`config.mk`:
```
export PLATFORM = sky130hd
export DESIGN_NAME = hazard_stall_unit
export DESIGN_NICKNAME = d
export VERILOG_FILES = /design/src/rtl/hazard_pkg.sv /design/src/rtl/hazard_stall_unit_stage_tag_reg.sv /design/src/rtl/hazard_stall_unit.sv
export SDC_FILE = /design/constraint.sdc
export NUM_CORES = 1
export LEC_CHECK = 0
export BUFFER_PORTS_ARGS = -buffer_cell sky130_fd_sc_hd__buf_2
export CORE_UTILIZATION = 53
export CTS_BUF_LIST = sky130_fd_sc_hd__clkbuf_4 sky130_fd_sc_hd__clkbuf_8 sky130_fd_sc_hd__clkbuf_16
export DETAILED_ROUTE_END_ITERATION = 12
export GPL_TIMING_DRIVEN = 0
export HOLD_SLACK_MARGIN = 0.08
export PLACE_DENSITY = 0.79
export SKIP_LAST_GASP = 1
export SLEW_MARGIN = 30
export SYNTH_ARGS = -nofsm -noshare
export SYNTH_HDL_FRONTEND = slang
export SYNTH_SLANG_ARGS = --single-unit
```
`constraint.sdc`:
```
create_clock -name clk -period 2.1 [get_ports clk]
set_input_delay 0.315 -clock clk [delete_from_list [all_inputs] [get_ports clk]]
set_output_delay 0.315 -clock clk [all_outputs]
set_load 0.01 [all_outputs]
```
`src/rtl/hazard_pkg.sv`:
```
// Shared definitions for the hazard/stall unit: FSM encodings, register
// index defaults and the bit layout of one tracker stage tag.
package hazard_pkg;

    localparam int REG_W_DEF = 5;

    // Register 0 is hard-wired to zero, so it never creates a dependency
    localparam logic [REG_W_DEF-1:0] ZERO_REG = '0;

    typedef enum logic [1:0] {
        ST_RUN      = 2'd0,
        ST_MEM_WAIT = 2'd1,
        ST_HALTED   = 2'd2,
        ST_STEP     = 2'd3
    } hz_state_t;

    // Stage tag layout: {valid, wr, ld, rw[REG_W-1:0]}
    // Flag offsets are counted upward from the bit just above rw
    localparam int TAG_FLAG_W    = 3;
    localparam int TAG_LD_OFS    = 0;
    localparam int TAG_WR_OFS    = 1;
    localparam int TAG_VALID_OFS = 2;

endpackage

```
`src/rtl/hazard_stall_unit_stage_tag_reg.sv`:
```
// One stage of the in-flight writer tracker: loads the previous stage's tag,
// optionally loads an all-zero bubble instead, or holds.
import hazard_pkg::*;

module stage_tag_reg #(
    parameter int TAG_W = REG_W_DEF + TAG_FLAG_W
) (
    input  logic             clk,
    input  logic             rst_n,
    input  logic             load,
    input  logic             clear,
    input  logic [TAG_W-1:0] d,
    output logic [TAG_W-1:0] q
);

    // Tag register: a cleared load inserts an empty (invalid) slot
    always_ff @(posedge clk or negedge rst_n) begin
        if (!rst_n) begin
            q <= '0;
        end else if (load) begin
            q <= clear ? '0 : d;
        end
    end

endmodule

```
`src/rtl/hazard_stall_unit.sv`:
```
// Pipeline hazard and stall controller for the 5-stage core: tracks the
// destination tags of in-flight writers, detects load-use hazards, freezes
// the pipe while data memory is busy and services debug halt/step/resume.
import hazard_pkg::*;

module hazard_stall_unit #(
    parameter int REG_W       = REG_W_DEF,
    parameter int MEM_TIMEOUT = 255
) (
    input  logic             clk,
    input  logic             rst_n,
    input  logic [REG_W-1:0] rs_ID,
    input  logic [REG_W-1:0] rt_ID,
    input  logic             uses_rs,
    input  logic             uses_rt,
    input  logic [REG_W-1:0] rw_ID,
    input  logic             reg_write_ID,
    input  logic             mem_read_ID,
    input  logic             mem_busy,
    input  logic             halt_req,
    input  logic             step_req,
    input  logic             resume_req,
    output logic             pc_write,
    output logic             if_id_write,
    output logic             id_ex_bubble,
    output logic             pipe_en,
    output logic [REG_W-1:0] rw_EX_MEM,
    output logic [REG_W-1:0] rw_MEM_WB,
    output logic             write_reg_EX_MEM,
    output logic             write_reg_MEM_WB,
    output logic             mem_read_EX_MEM,
    output logic             halted,
    output logic             mem_timeout
);

    localparam int TAG_W = REG_W + TAG_FLAG_W;
    localparam int CNT_W = $clog2(MEM_TIMEOUT + 1);
    localparam logic [REG_W-1:0] ZERO_TAG  = REG_W'(ZERO_REG);
    localparam logic [CNT_W-1:0] CNT_LAST  = CNT_W'(MEM_TIMEOUT - 1);

    hz_state_t state, next_state;
    hz_state_t ret_state, next_ret;

    logic [CNT_W-1:0] wait_cnt;
    logic             set_timeout;
    logic             clr_timeout;
    logic             load_use;

    logic [TAG_W-1:0] tag_id, tag_ex, tag_mem, tag_wb;
    logic [REG_W-1:0] ex_rw;
    logic             ex_valid, ex_ld;
    logic             wb_ld_unused;

    // The ID instruction always occupies a valid slot when it enters EX
    assign tag_id = {1'b1, reg_write_ID, mem_read_ID, rw_ID};

    stage_tag_reg #(.TAG_W(TAG_W)) u_stage_ex (
        .clk   (clk),
        .rst_n (rst_n),
        .load  (pipe_en),
        .clear (id_ex_bubble),
        .d     (tag_id),
        .q     (tag_ex)
    );

    stage_tag_reg #(.TAG_W(TAG_W)) u_stage_mem (
        .clk   (clk),
        .rst_n (rst_n),
        .load  (pipe_en),
        .clear (1'b0),
        .d     (tag_ex),
        .q     (tag_mem)
    );

    stage_tag_reg #(.TAG_W(TAG_W)) u_stage_wb (
        .clk   (clk),
        .rst_n (rst_n),
        .load  (pipe_en),
        .clear (1'b0),
        .d     (tag_mem),
        .q     (tag_wb)
    );

    assign ex_rw    = tag_ex[REG_W-1:0];
    assign ex_valid = tag_ex[REG_W + TAG_VALID_OFS];
    assign ex_ld    = tag_ex[REG_W + TAG_LD_OFS];

    // The load flag of the WB slot has no consumer
    assign wb_ld_unused = tag_wb[REG_W + TAG_LD_OFS];

    assign load_use = ex_valid & ex_ld & (ex_rw != ZERO_TAG)
                    & ((uses_rs & (rs_ID == ex_rw)) | (uses_rt & (rt_ID == ex_rw)));

    assign rw_EX_MEM        = tag_mem[REG_W-1:0];
    assign write_reg_EX_MEM = tag_mem[REG_W + TAG_VALID_OFS] & tag_mem[REG_W + TAG_WR_OFS]
                            & (tag_mem[REG_W-1:0] != ZERO_TAG);
    assign mem_read_EX_MEM  = tag_mem[REG_W + TAG_VALID_OFS] & tag_mem[REG_W + TAG_LD_OFS];
    assign rw_MEM_WB        = tag_wb[REG_W-1:0];
    assign write_reg_MEM_WB = tag_wb[REG_W + TAG_VALID_OFS] & tag_wb[REG_W + TAG_WR_OFS]
                            & (tag_wb[REG_W-1:0] != ZERO_TAG);
    assign halted           = (state == ST_HALTED);

    // Next-state and pipeline enables. A halt request still lets the current
    // cycle advance, and a pending load-use hazard still gets its bubble in
    // that cycle so the dependent instruction is never issued with stale data.
    always_comb begin
        next_state   = state;
        next_ret     = ret_state;
        pc_write     = 1'b1;
        if_id_write  = 1'b1;
        id_ex_bubble = 1'b0;
        pipe_en      = 1'b1;
        set_timeout  = 1'b0;
        clr_timeout  = 1'b0;
        case (state)
            ST_RUN, ST_STEP: begin
                if (mem_busy) begin
                    pc_write    = 1'b0;
                    if_id_write = 1'b0;
                    pipe_en     = 1'b0;
                    next_state  = ST_MEM_WAIT;
                    next_ret    = (state == ST_STEP) ? ST_HALTED : ST_RUN;
                end else begin
                    if (load_use) begin
                        pc_write     = 1'b0;
                        if_id_write  = 1'b0;
                        id_ex_bubble = 1'b1;
                    end
                    if ((state == ST_STEP) || halt_req) begin
                        next_state = ST_HALTED;
                    end
                end
            end
            ST_MEM_WAIT: begin
                pc_write    = 1'b0;
                if_id_write = 1'b0;
                pipe_en     = 1'b0;
                if (!mem_busy) begin
                    next_state = ret_state;
                end else if (wait_cnt == CNT_LAST) begin
                    set_timeout = 1'b1;
                    next_state  = ST_HALTED;
                end
            end
            ST_HALTED: begin
                pc_write    = 1'b0;
                if_id_write = 1'b0;
                pipe_en     = 1'b0;
                if (step_req) begin
                    next_state = ST_STEP;
                end else if (resume_req) begin
                    clr_timeout = 1'b1;
                    next_state  = ST_RUN;
                end
            end
            default: begin
                next_state = ST_RUN;
            end
        endcase
    end

    // FSM state and the state to return to once a memory wait ends
    always_ff @(posedge clk or negedge rst_n) begin
        if (!rst_n) begin
            state     <= ST_RUN;
            ret_state <= ST_RUN;
        end else begin
            state     <= next_state;
            ret_state <= next_ret;
        end
    end

    // Memory wait counter (cleared whenever the wait ends) and sticky timeout flag
    always_ff @(posedge clk or negedge rst_n) begin
        if (!rst_n) begin
            wait_cnt    <= '0;
            mem_timeout <= 1'b0;
        end else begin
            if ((state == ST_MEM_WAIT) && (next_state == ST_MEM_WAIT)) begin
                wait_cnt <= wait_cnt + CNT_W'(1);
            end else begin
                wait_cnt <= '0;
            end
            if (set_timeout) begin
                mem_timeout <= 1'b1;
            end else if (clr_timeout) begin
                mem_timeout <= 1'b0;
            end
        end
    end

endmodule

```
### Word level (Yosys, flattened, before mapping)

Cells that the tools add are included.
W data, S select, Z words.

| operators by class | value |
|---|---|
| bitwise operators | 11 |
| multiplexer cells | 26 |
| $add $sub $neg | 1 |
| eq/ne operators | 7 |
| reduce and logical (&&, ||, !) cells | 10 |

Operators with widths:

| kind | number |
|---|---|
| $mux W8 | 2 |
| $reduce_bool A5 Y1 | 3 |
| $mux W1 | 14 |
| $mux W2 | 7 |
| $and A1 B1 Y1 | 10 |
| $eq A5 B5 Y1 | 2 |
| $add A8 B1 Y8 const B | 1 |
| $eq A8 B8 Y1 const B | 1 |
| $pmux W2 S3 | 1 |
| $eq A2 B1 Y1 const B | 2 |
| $eq A2 B2 Y1 const B | 2 |
| $pmux W1 S2 | 2 |
| $reduce_or A2 Y1 | 2 |
| $logic_not A2 Y1 | 1 |
| $reduce_and A2 Y1 | 1 |
| $reduce_bool A2 Y1 | 1 |
| $logic_and A1 B1 Y1 | 1 |
| $logic_or A1 B1 Y1 | 1 |
| $or A1 B1 Y1 | 1 |

| word-level totals | value |
|---|---|
| bits of input ports | 25 |
| word-level logic and storage cells | 62 |
| output and inout bits | 19 |
| bits in registers | 37 |

### Depth between registers and ports, before layout

Gate-level depths: netlist of run 1.

| logic depth | value |
|---|---|
| depth after elaboration | 8 |
| depth in mapped cells | 7 |
| mapped depth without buffers | 6 |

### Modules after synthesis

A second synthesis of run 1 with hierarchy kept.

| second synthesis, totals | value |
|---|---|
| cell total of the unflattened synthesis | 195 |
| area total of the unflattened synthesis | 1951.9 um^2 |

By module, submodules not included:

| module | area an instance (um^2) | instances | cells each | seq. area each (um^2) |
|---|---|---|---|---|
| stage_tag_reg | 341.6 | 3 | 33 | 200.2 |
| hazard_stall_unit | 927.1 | 1 | 96 | 300.3 |

### Worst setup path before layout of run 1

No wires, ideal clock.

| timing path | value |
|---|---|
| path kind | register -> output |
| start point | reg u_stage_ex.q[1] |
| end point | out pc_write |
| path buffers | 1 |
| stages on the path, launching flop included | 6 |
| required time | 1.785 ns |
| setup slack | 0.157 ns |
| data arrival time | 1.628 ns |
| path through | dfrtp_1 > or4_1 > o211ai_2 > inv_1 > a21oi_1 > buf_4 |

| between the ends | value |
|---|---|
| longest elaborated chain between the ends | 7 |
| elaborated cells on any way between the ends | 11 |
| classes of those cells | eq/ne: 2; mux: 3; bitwise: 5; reduce/logical: 1 |

Ends and longest elaborated chain:

| what | line | RTL |
|---|---|---|
| start: declaration | hazard_stall_unit_stage_tag_reg.sv:13 | `output logic [TAG_W-1:0] q` |
| start signal: assignment | hazard_stall_unit_stage_tag_reg.sv:21 | `q <= clear ? '0 : d;` |
| $eq A5 B5 Y1 | hazard_stall_unit.sv:92 | `& ((uses_rs & (rs_ID == ex_rw)) \| (uses_rt & (rt_ID == ex_rw)));` |
| $and A1 B1 Y1 | hazard_stall_unit.sv:92 |  |
| $or A1 B1 Y1 | hazard_stall_unit.sv:92 |  |
| $and A1 B1 Y1 (*) | hazard_stall_unit.sv:92 |  |
| $mux W1 (*) (2 in series) | -- |  |
| $pmux W1 S2 (*) | -- |  |
| end: declaration | hazard_stall_unit.sv:23 | `output logic pc_write,` |

Mark *: on every way between the ends. The rest lies on a longest branch, timed or not.

### Worst setup path in the final report of run 1

| timing path | value |
|---|---|
| start point | reg u_stage_ex.q[2] |
| end point | out pc_write |

| between the ends | value |
|---|---|
| longest elaborated chain between the ends | 7 |
| elaborated cells on any way between the ends | 11 |
| classes of those cells | eq/ne: 2; mux: 3; bitwise: 5; reduce/logical: 1 |

Ends and longest elaborated chain:

| what | line | RTL |
|---|---|---|
| $eq A5 B5 Y1 | hazard_stall_unit.sv:92 |  |
| $and A1 B1 Y1 | hazard_stall_unit.sv:92 |  |
| $or A1 B1 Y1 | hazard_stall_unit.sv:92 |  |
| $and A1 B1 Y1 (*) | hazard_stall_unit.sv:92 |  |
| $mux W1 (*) | hazard_stall_unit.sv:124 | `if (load_use) begin` |
| $mux W1 (*) | hazard_stall_unit.sv:117 | `if (mem_busy) begin` |
| $pmux W1 S2 (*) | hazard_stall_unit.sv:115 | `case (state)` |

Marked as above.

==> summary.txt, run 1 <==
Route
  – Amount of wire on met3 after detailed routing: 148 um
  – Average detailed-routed wire length per instance: 13.11 um
  – Drt pass-1 iters: 4
  – Residual DRC: 0
  – Top sig layer: met4
  – Via density per instance: 5.086
  – Remaining antenna violation count after routing: 0
  – Total Routed Length: 3.985 mm
  – Routed met2 length: 1.944 mm
  – Vias: 1546
  – Number of violations reported at the end of detailed-routing iteration 0: 57
  – Total routed wire length on the met1 layer: 1.856 mm

Yosys
  – Number of instances in the synthesized netlist: 193
  – Number of warnings issued by yosys: 0
  – Yosys top cell by area: dfrtp_1
  – Number of flops mapped to enable cells by yosys: 0
  – Synth Net Count: 223
  – Flip-flop cell with the highest count after synthesis: dfrtp_1
  – Per-instance average area after synthesis: 9.873 sq um
  – Post-synthesis register bit count: 35
  – Most area-consuming cells after synthesis: dfrtp_1, nand2_1, xnor2_1
  – Post-synthesis instance area: 1906 sq um
  – Async set-reset flop share out of synthesis: 100.0%
  – Yosys top cell area share: 45.96%
  – Distinct cells, synth: 41
  – Sequential-to-total area share from yosys stat: 45.96%

Clock network
  – Cell at the root of the clock tree: clkbuf_4
  – CTS H-tree lvls: 2
  – CTS tree: done
  – Clock Latency Late Sink: 0.35 ns
  – TritonCTS sink count: 35
  – Largest buffer count on any clock path: 2
  – Clock buffer count from CTS: 5
  – Clock transition time at the flip-flop clock pins of the worst setup and hold paths: 0.11 ns

Floorplan
  – Effective utilization at floorplan: 56.22%
  – Vertical die dimension: 61.96 um
  – Number of placement rows: 21
  – Horizontal die dimension: 61.96 um
  – Overall die area: 3839 sq um
  – CORE AREA: 3390 sq um
  – Ports placed on the boundary: 44

Global routing
  – Total congestion overflow: 0
  – Maximum number of pins on one net before global-route repair: 36
  – Aggregate global-route resource usage: 22.04%
  – Number of global-route vias before repair: 1321
  – Number of antenna violations at the first check in global routing: 0
  – First-pass GRT wire length: 6.016 mm

Flow run
  – Max_cap viols: 0

Pwr
  – Pwr Density: 1373 nW/um^2
  – P_leak: 1.226 nW
  – Maximum ir drop on the vdd rail: 0.9760 mV

Worst setup path
  – CP required: 1.78 ns
  – Largest fanout of any net on the critical path: 5
  – Worst setup SP type: register
  – Arrival time at the worst endpoint: 2.02 ns
  – Path type of the worst setup path: reg -> out
  – Worst setup EP type: output pin

STA
  – Final setup margin: -0.2349 ns
  – Max Transition Viols Final: 0
  – Max_slew headroom: 49.15%
  – Finish-stage setup viols: 3
  – Final period utilization: 111.2%
  – Transition time of the tightest slew-check pin: 0.7628 ns
  – RSZ-0062 raised after global routing: true
  – Highest clock rate: 428.3 MHz
  – Clock period minus final worst setup slack: 2.335 ns
  – Count of endpoints failing hold in the final timing report: 0
  – Final Skew: 0.008469 ns

Cells and area
  – # nets final: 287
  – Antenna diode instance count: 0
  – Fill count: 252
  – Layout area overhead: 26.26%
  – Core utilization of the finished layout: 70.99%
  – Ratio of cells with drive above 1 in the final layout: 38.37%

Placement
  – GPL Wtd Cong: 0.7760
  – DP Worst Slack: -0.007250 ns
  – # port buffers: 43
  – Hpwl dp: 2.704 mm

Status
  – Outcome: finished with violations
  – Failing checks: setup timing

Min path
  – Hold WC Path Type: in -> reg
-- flip-flops by register name (all words and copies together), names as in the netlist --
name,cells
u_stage_mem.q,8
ret_state,1
u_stage_wb.q,7
mem_timeout,1
wait_cnt,8
u_stage_ex.q,8
state,2
-- Yosys cell counts, types with 3 or more instances --
| cell type | number |
|---|---|
| nand2_1 | 51 |
| dfrtp_1 | 35 |
| buf_4 | 11 |
| xnor2_1 | 11 |
| a21oi_1 | 10 |
| nor3_1 | 10 |
| mux2i_1 | 7 |
| ha_1 | 5 |
| inv_1 | 5 |
| xor2_1 | 5 |
| nand3_1 | 4 |
| nand4_1 | 3 |
| nor2_1 | 3 |
-- metrics by stage --
stage | std cells | setup TNS (ns) | area (sq um) | power [mW] | hold WS, ns
floorplan | 193 | 0 | 1906 | 2.213 | 0.01941
global placement | 282 | 0 | 2178 | 2.571 | 0.4320
detailed placement | 282 | -0.007250 | 2178 | 2.611 | 0.4311
CTS | 295 | -0.6218 | 2323 | 3.179 | 0.2258
global route | 304 | -0.8276 | 2406 | 3.574 | 0.2142
finish | 304 | -0.5825 | 2406 | 3.305 | 0.2348
-- placed cells by master (no fill, tap or decap), types with 4 or more instances in the layout --
| master | netlist | final |
|---|---|---|
| xor2_1 | 5 | 5 |
| mux2i_1 | 7 | 7 |
| nor3_1 | 10 | 10 |
| clkbuf_4 | 0 | 5 |
| ha_1 | 5 | 4 |
| buf_2 | 2 | 42 |
| buf_4 | 11 | 25 |
| nand3_1 | 4 | 4 |
| inv_1 | 5 | 4 |
| dfrtp_1 | 35 | 31 |
| xnor2_1 | 11 | 11 |
| dfrtp_2 | 0 | 4 |
| a21oi_1 | 10 | 9 |
| nand2_1 | 51 | 51 |
-- cell type report --
cell class	instances	area, sq um	area share [%]
Tap cell	46	57.56	2.392
Inverter	6	22.52	0.9360
Multi-Input combinational cell	137	924.6	38.43
Timing Repair Buffer	57	329.1	13.68
Clock inverter	1	7.507	0.3120
Clock buffer	7	65.06	2.704
Buffer	15	118.9	4.940
Sequential cell	35	880.8	36.61
-- kinds of logic after synthesis --
group | after synthesis | share of synthesized area (%)
AO/OA/AOI/OAI | 25 | 11.29
XOR/XNOR | 16 | 7.354
adder cells (fa/ha/maj) | 5 | 3.283
buffers and inverters | 21 | 6.960
flip-flops | 35 | 45.96
multiplexers | 8 | 4.268
AND/OR/NAND/NOR | 83 | 20.88
-- routing by layer --
| layer | vias to the layer above | track usage (%) |
|---|---|---|
| met2 | 29 | 32.22 |
| met3 | 4 | 7.453 |
| li1 | 776 | - |
| met5 | - | 0 |
| met4 | 0 | 6.667 |
| met1 | 737 | 30.98 |
-- what timing repair did --
item,4_1_cts,5_1_grt
setup buffers,4,9
pin swaps,3,3
setup endpoints to repair,4,4
resized for setup,9,6
endpoints found under the hold margin,35,0
gates cloned,0,0
hold buffers,1,0
-- report_power, final --
group | switching [mW] | internal (mW)
clock network | 0.236 | 0.196
registers | 0.262 | 0.926
logic | 0.830 | 0.855
total | 1.33 | 1.98
-- worst max-delay path, stage by stage, from the launching register on --
cell and delay [ns]:
dfrtp_2 0.46, or4_4 0.54, o211ai_2 0.21, inv_2 0.07, a21oi_2 0.17, buf_4 0.13, buf_6 0.09
-- path summary, 6_finish.rpt --
| kind | start | to | slack (ns) | depth (start not counted) |
|---|---|---|---|---|
| max | u_stage_ex.q[2] | pc_write | -0.23 | 6 |
| min | rw_ID[0] | u_stage_ex.q[0] | 0.23 | 3 |
| max reg2reg | state[1] | state[1] | 0.32 | 5 |
| min reg2reg | u_stage_ex.q[6] | u_stage_mem.q[6] | 0.49 | 2 |
| max in group asynchronous | rst_n | state[1] | 1.00 | 2 |
| min in group asynchronous | rst_n | u_stage_ex.q[7] | 0.57 | 2 |
Note: power is estimated with default switching activity, not from simulation.
==> run 2: changes to the inputs <==
--- a/config.mk
+++ b/config.mk
@@ -11,7 +11,7 @@
 export DETAILED_ROUTE_END_ITERATION = 12
 export GPL_TIMING_DRIVEN = 0
 export HOLD_SLACK_MARGIN = 0.08
-export PLACE_DENSITY = 0.79
+export PLACE_DENSITY_LB_ADDON = 0.2
 export SKIP_LAST_GASP = 1
 export SLEW_MARGIN = 30
 export SYNTH_ARGS = -nofsm -noshare
==> run 2 against run 1 <==
  * The flow still finishes with violations (setup timing)
  * Combinational power hardly changed
  * Sequential cell count did not move
  * Global-route usage up 0.72 points
  * Clock power up 18%
  * Sequential share of layout area decreased by 0.15 points
  * Fmax up 3.5%
  * Cell count is 0.33% lower
  * First-iteration DRC count up 68%
  * Count of clock-buffer cells in the layout decreased by 1
  * Total power grew 2.3%
  * Register-to-register slack hardly changed
  * Core utilization rose by 0.30 points
  * Largest power group unchanged
==> summary.txt, run 2 (synthesis results as in run 1) <==
Worst setup path
  – Crit-path slowest cell: or4_4
  – Biggest cell delay along the critical path: 0.55 ns (about the same)
  – Path type of the worst setup path: reg -> out
  – Worst Setup SP: u_stage_ex.q[2]
  – Crit path buffers/inverters: 3 (unchanged)
  – Family of cells with the greatest summed delay on the critical path: simple AND/OR/NAND/NOR gates
  – Largest fanout of any net on the critical path: 4 (-1)
  – Arrival time at the worst endpoint: 1.94 ns (-0.08 ns)
  – CP required: 1.78 ns (about the same)
  – Critical Path, Cell by Cell: or4_4 -> o211ai_2 -> inv_2 -> a21oi_2 -> buf_4 -> buf_6
  – Worst setup SP type: register
  – Worst setup EP type: output pin
  – Worst reg2reg path startpoint: state[0]

Cells and area
  – Antenna diode instance count: 0 (unchanged)
  – Ratio of cells with drive above 1 in the final layout: 38.13% (-0.24 points)
  – Most common cell after layout, fill and taps aside: nand2_1
  – Core utilization of the finished layout: 71.28% (+0.30 points)
  – # nets final: 286 (-0.35%)
  – Commonest cells after routing, fill and taps aside: nand2_1, buf_2, dfrtp_1
  – Layout area overhead: 26.79%
  – Largest registers: u_stage_ex.q: 8 flops, u_stage_mem.q: 8 flops, wait_cnt: 8 flops
  – Fill count: 266 (+5.6%)

Route
  – Vias: 1573 (+1.7%)
  – Total routed wire length on the met1 layer: 1.839 mm (-0.92%)
  – Remaining antenna violation count after routing: 0 (unchanged)
  – Total Routed Length: 3.916 mm (-1.7%)
  – Average detailed-routed wire length per instance: 12.92 um (-1.4%)
  – Top sig layer: met4
  – Drt pass-1 iters: 4 (unchanged)
  – Number of violations reported at the end of detailed-routing iteration 0: 96 (+68%)
  – Routed met2 length: 1.869 mm (-3.9%)
  – Via density per instance: 5.191 (+2.1%)
  – Amount of wire on met3 after detailed routing: 156 um (+5.4%)
  – Residual DRC: 0 (unchanged)

Global routing
  – Total congestion overflow: 0 (unchanged)
  – Maximum number of pins on one net before global-route repair: 36 (unchanged)
  – First-pass GRT wire length: 6.251 mm (+3.9%)
  – Aggregate global-route resource usage: 22.75% (+0.72 points)
  – Number of antenna violations at the first check in global routing: 0 (unchanged)
  – Number of global-route vias before repair: 1342 (+1.6%)

STA
  – RSZ-0062 raised after global routing: true
  – Transition time of the tightest slew-check pin: 0.7672 ns (+0.004426 ns)
  – Max_slew headroom: 48.85% (-0.30 points)
  – Finish-stage setup viols: 3 (unchanged)
  – Final Skew: 0.006450 ns (-0.002019 ns)
  – Sum of negative setup slack: -0.3495 ns (+0.2331 ns)
  – Highest clock rate: 443.3 MHz (+3.5%)
  – Clock period minus final worst setup slack: 2.256 ns (-0.07900 ns)
  – Final setup margin: -0.1559 ns (+0.07900 ns)
  – Max Transition Viols Final: 0 (unchanged)
  – Count of endpoints failing hold in the final timing report: 0 (unchanged)
  – Final period utilization: 107.4% (-3.8 points)

Pwr
  – Proportion of power drawn by combinational gates: 49.9% (-1.1 points)
  – Portion of total power attributed to sequential cells: 35.0% (-0.9 points)
  – Sw Share: 38.97% (-1.2 points)
  – P_leak: 1.232 nW (+0.50%)
  – Fraction of power consumed by the clock network: 15.1% (+2.0 points)
  – Internal Power: 2.064 mW (+4.5%)
  – Total power of the final layout: 3.382 mW (+2.3%)
  – NetSw: 1.318 mW (-0.80%)
  – Pwr Density: 1400 nW/um^2 (+1.9%)
  – Maximum ir drop on the vdd rail: 0.9580 mV (-1.8%)

Floorplan
  – Overall die area: 3839 sq um (unchanged)
  – Ports placed on the boundary: 44 (unchanged)
  – Vertical die dimension: 61.96 um (unchanged)
  – Horizontal die dimension: 61.96 um (unchanged)
  – Effective utilization at floorplan: 56.22% (unchanged)
  – CORE AREA: 3390 sq um (unchanged)
  – Number of placement rows: 21 (unchanged)

Clock network
  – Largest buffer count on any clock path: 2 (unchanged)
  – CTS tree: done
  – Clock buffer count from CTS: 5 (unchanged)
  – Cell at the root of the clock tree: clkbuf_4
  – TritonCTS sink count: 35 (unchanged)
  – Clock Latency Late Sink: 0.34 ns (about the same)
  – Clock transition time at the flip-flop clock pins of the worst setup and hold paths: 0.11 ns (about the same)
  – CTS H-tree lvls: 2 (unchanged)

Min path
  – Hold WC Path Type: in -> reg
  – Start point of the worst min-delay path: reg_write_ID

Placement
  – # port buffers: 43 (unchanged)
  – Hpwl dp: 2.657 mm (-1.7%)
  – GPL Wtd Cong: 0.8211 (+5.8%)

Flow run
  – Max_cap viols: 0 (unchanged)

Status
  – Failing checks: setup timing
  – Outcome: finished with violations
==> run 2: changes by cell type in the layout (fill, tap and decap cells not counted), sizes merged <==
cell and change:
buf -1, bufinv +1, clkbuf -1, clkinv +1, clkinvlp -1
==> run 2: power groups by stage <==
stage          clock network [mW]  registers [mW]  logic, mW
2_1_floorplan                   0            1.12       1.10
3_3_place_gp                    0            1.20       1.38
3_5_place_dp                    0            1.20       1.42
4_1_cts                     0.523            1.18       1.59
5_1_grt                     0.550            1.22       1.88
6_report                    0.510            1.18       1.69
==> run 2: per-layer routing <==
layer	vias up	GRT usage, %
li1	780	-
met1	750	31.79
met2	37	34.19
met3	6	6.211
met4	0	7.619
met5	-	0
==> run 2: metrics by stage <==
stage	instance area, sq um	worst slack, ns	hold WS [ns]	instances
floorplan	1906	0.1575	0.01941	193
global placement	2178	0.01584	0.4318	282
detailed placement	2178	-0.0007931	0.4366	282
CTS	2347	-0.1919	0.2360	296
global route	2416	-0.2320	0.2451	303
finish	2416	-0.1559	0.2484	303
==> run 2: final timing paths <==
| path | to | slack (ns) | cells past startpoint |
|---|---|---|---|
| setup / recovery | pc_write | -0.16 | 6 |
| hold / removal | u_stage_ex.q[6] | 0.25 | 3 |
| setup reg to reg | state[1] | 0.31 | 5 |
| hold reg to reg | u_stage_mem.q[5] | 0.49 | 2 |
| max in group asynchronous | state[1] | 0.99 | 2 |
| min in group asynchronous | wait_cnt[4] | 0.57 | 2 |
==> run 2: cell type report <==
cell class,instances,area (sq um),area share (%)
Clock buffer,6,51.30,2.123
Timing Repair Buffer,56,321.6,13.31
Multi-Input combinational cell,137,924.6,38.27
Inverter,6,22.52,0.9322
Buffer,15,122.6,5.075
Tap cell,46,57.56,2.382
Sequential cell,35,880.8,36.46
Clock inverter,2,35.03,1.450
==> run 2: tightest hold or removal path: stages <==
cell and delay, ns:
buf_2 0.08, mux2i_1 0.05, a21oi_1 0.10
==> run 2: repair_timing <==
action                                  CTS  global route
pin swaps                                 3             2
gates cloned                              0             0
gates resized for setup                  10             5
endpoints found under the hold margin    35             0
buffers inserted                          5             7
endpoints found under the setup margin    4             4
hold buffers                              1             0
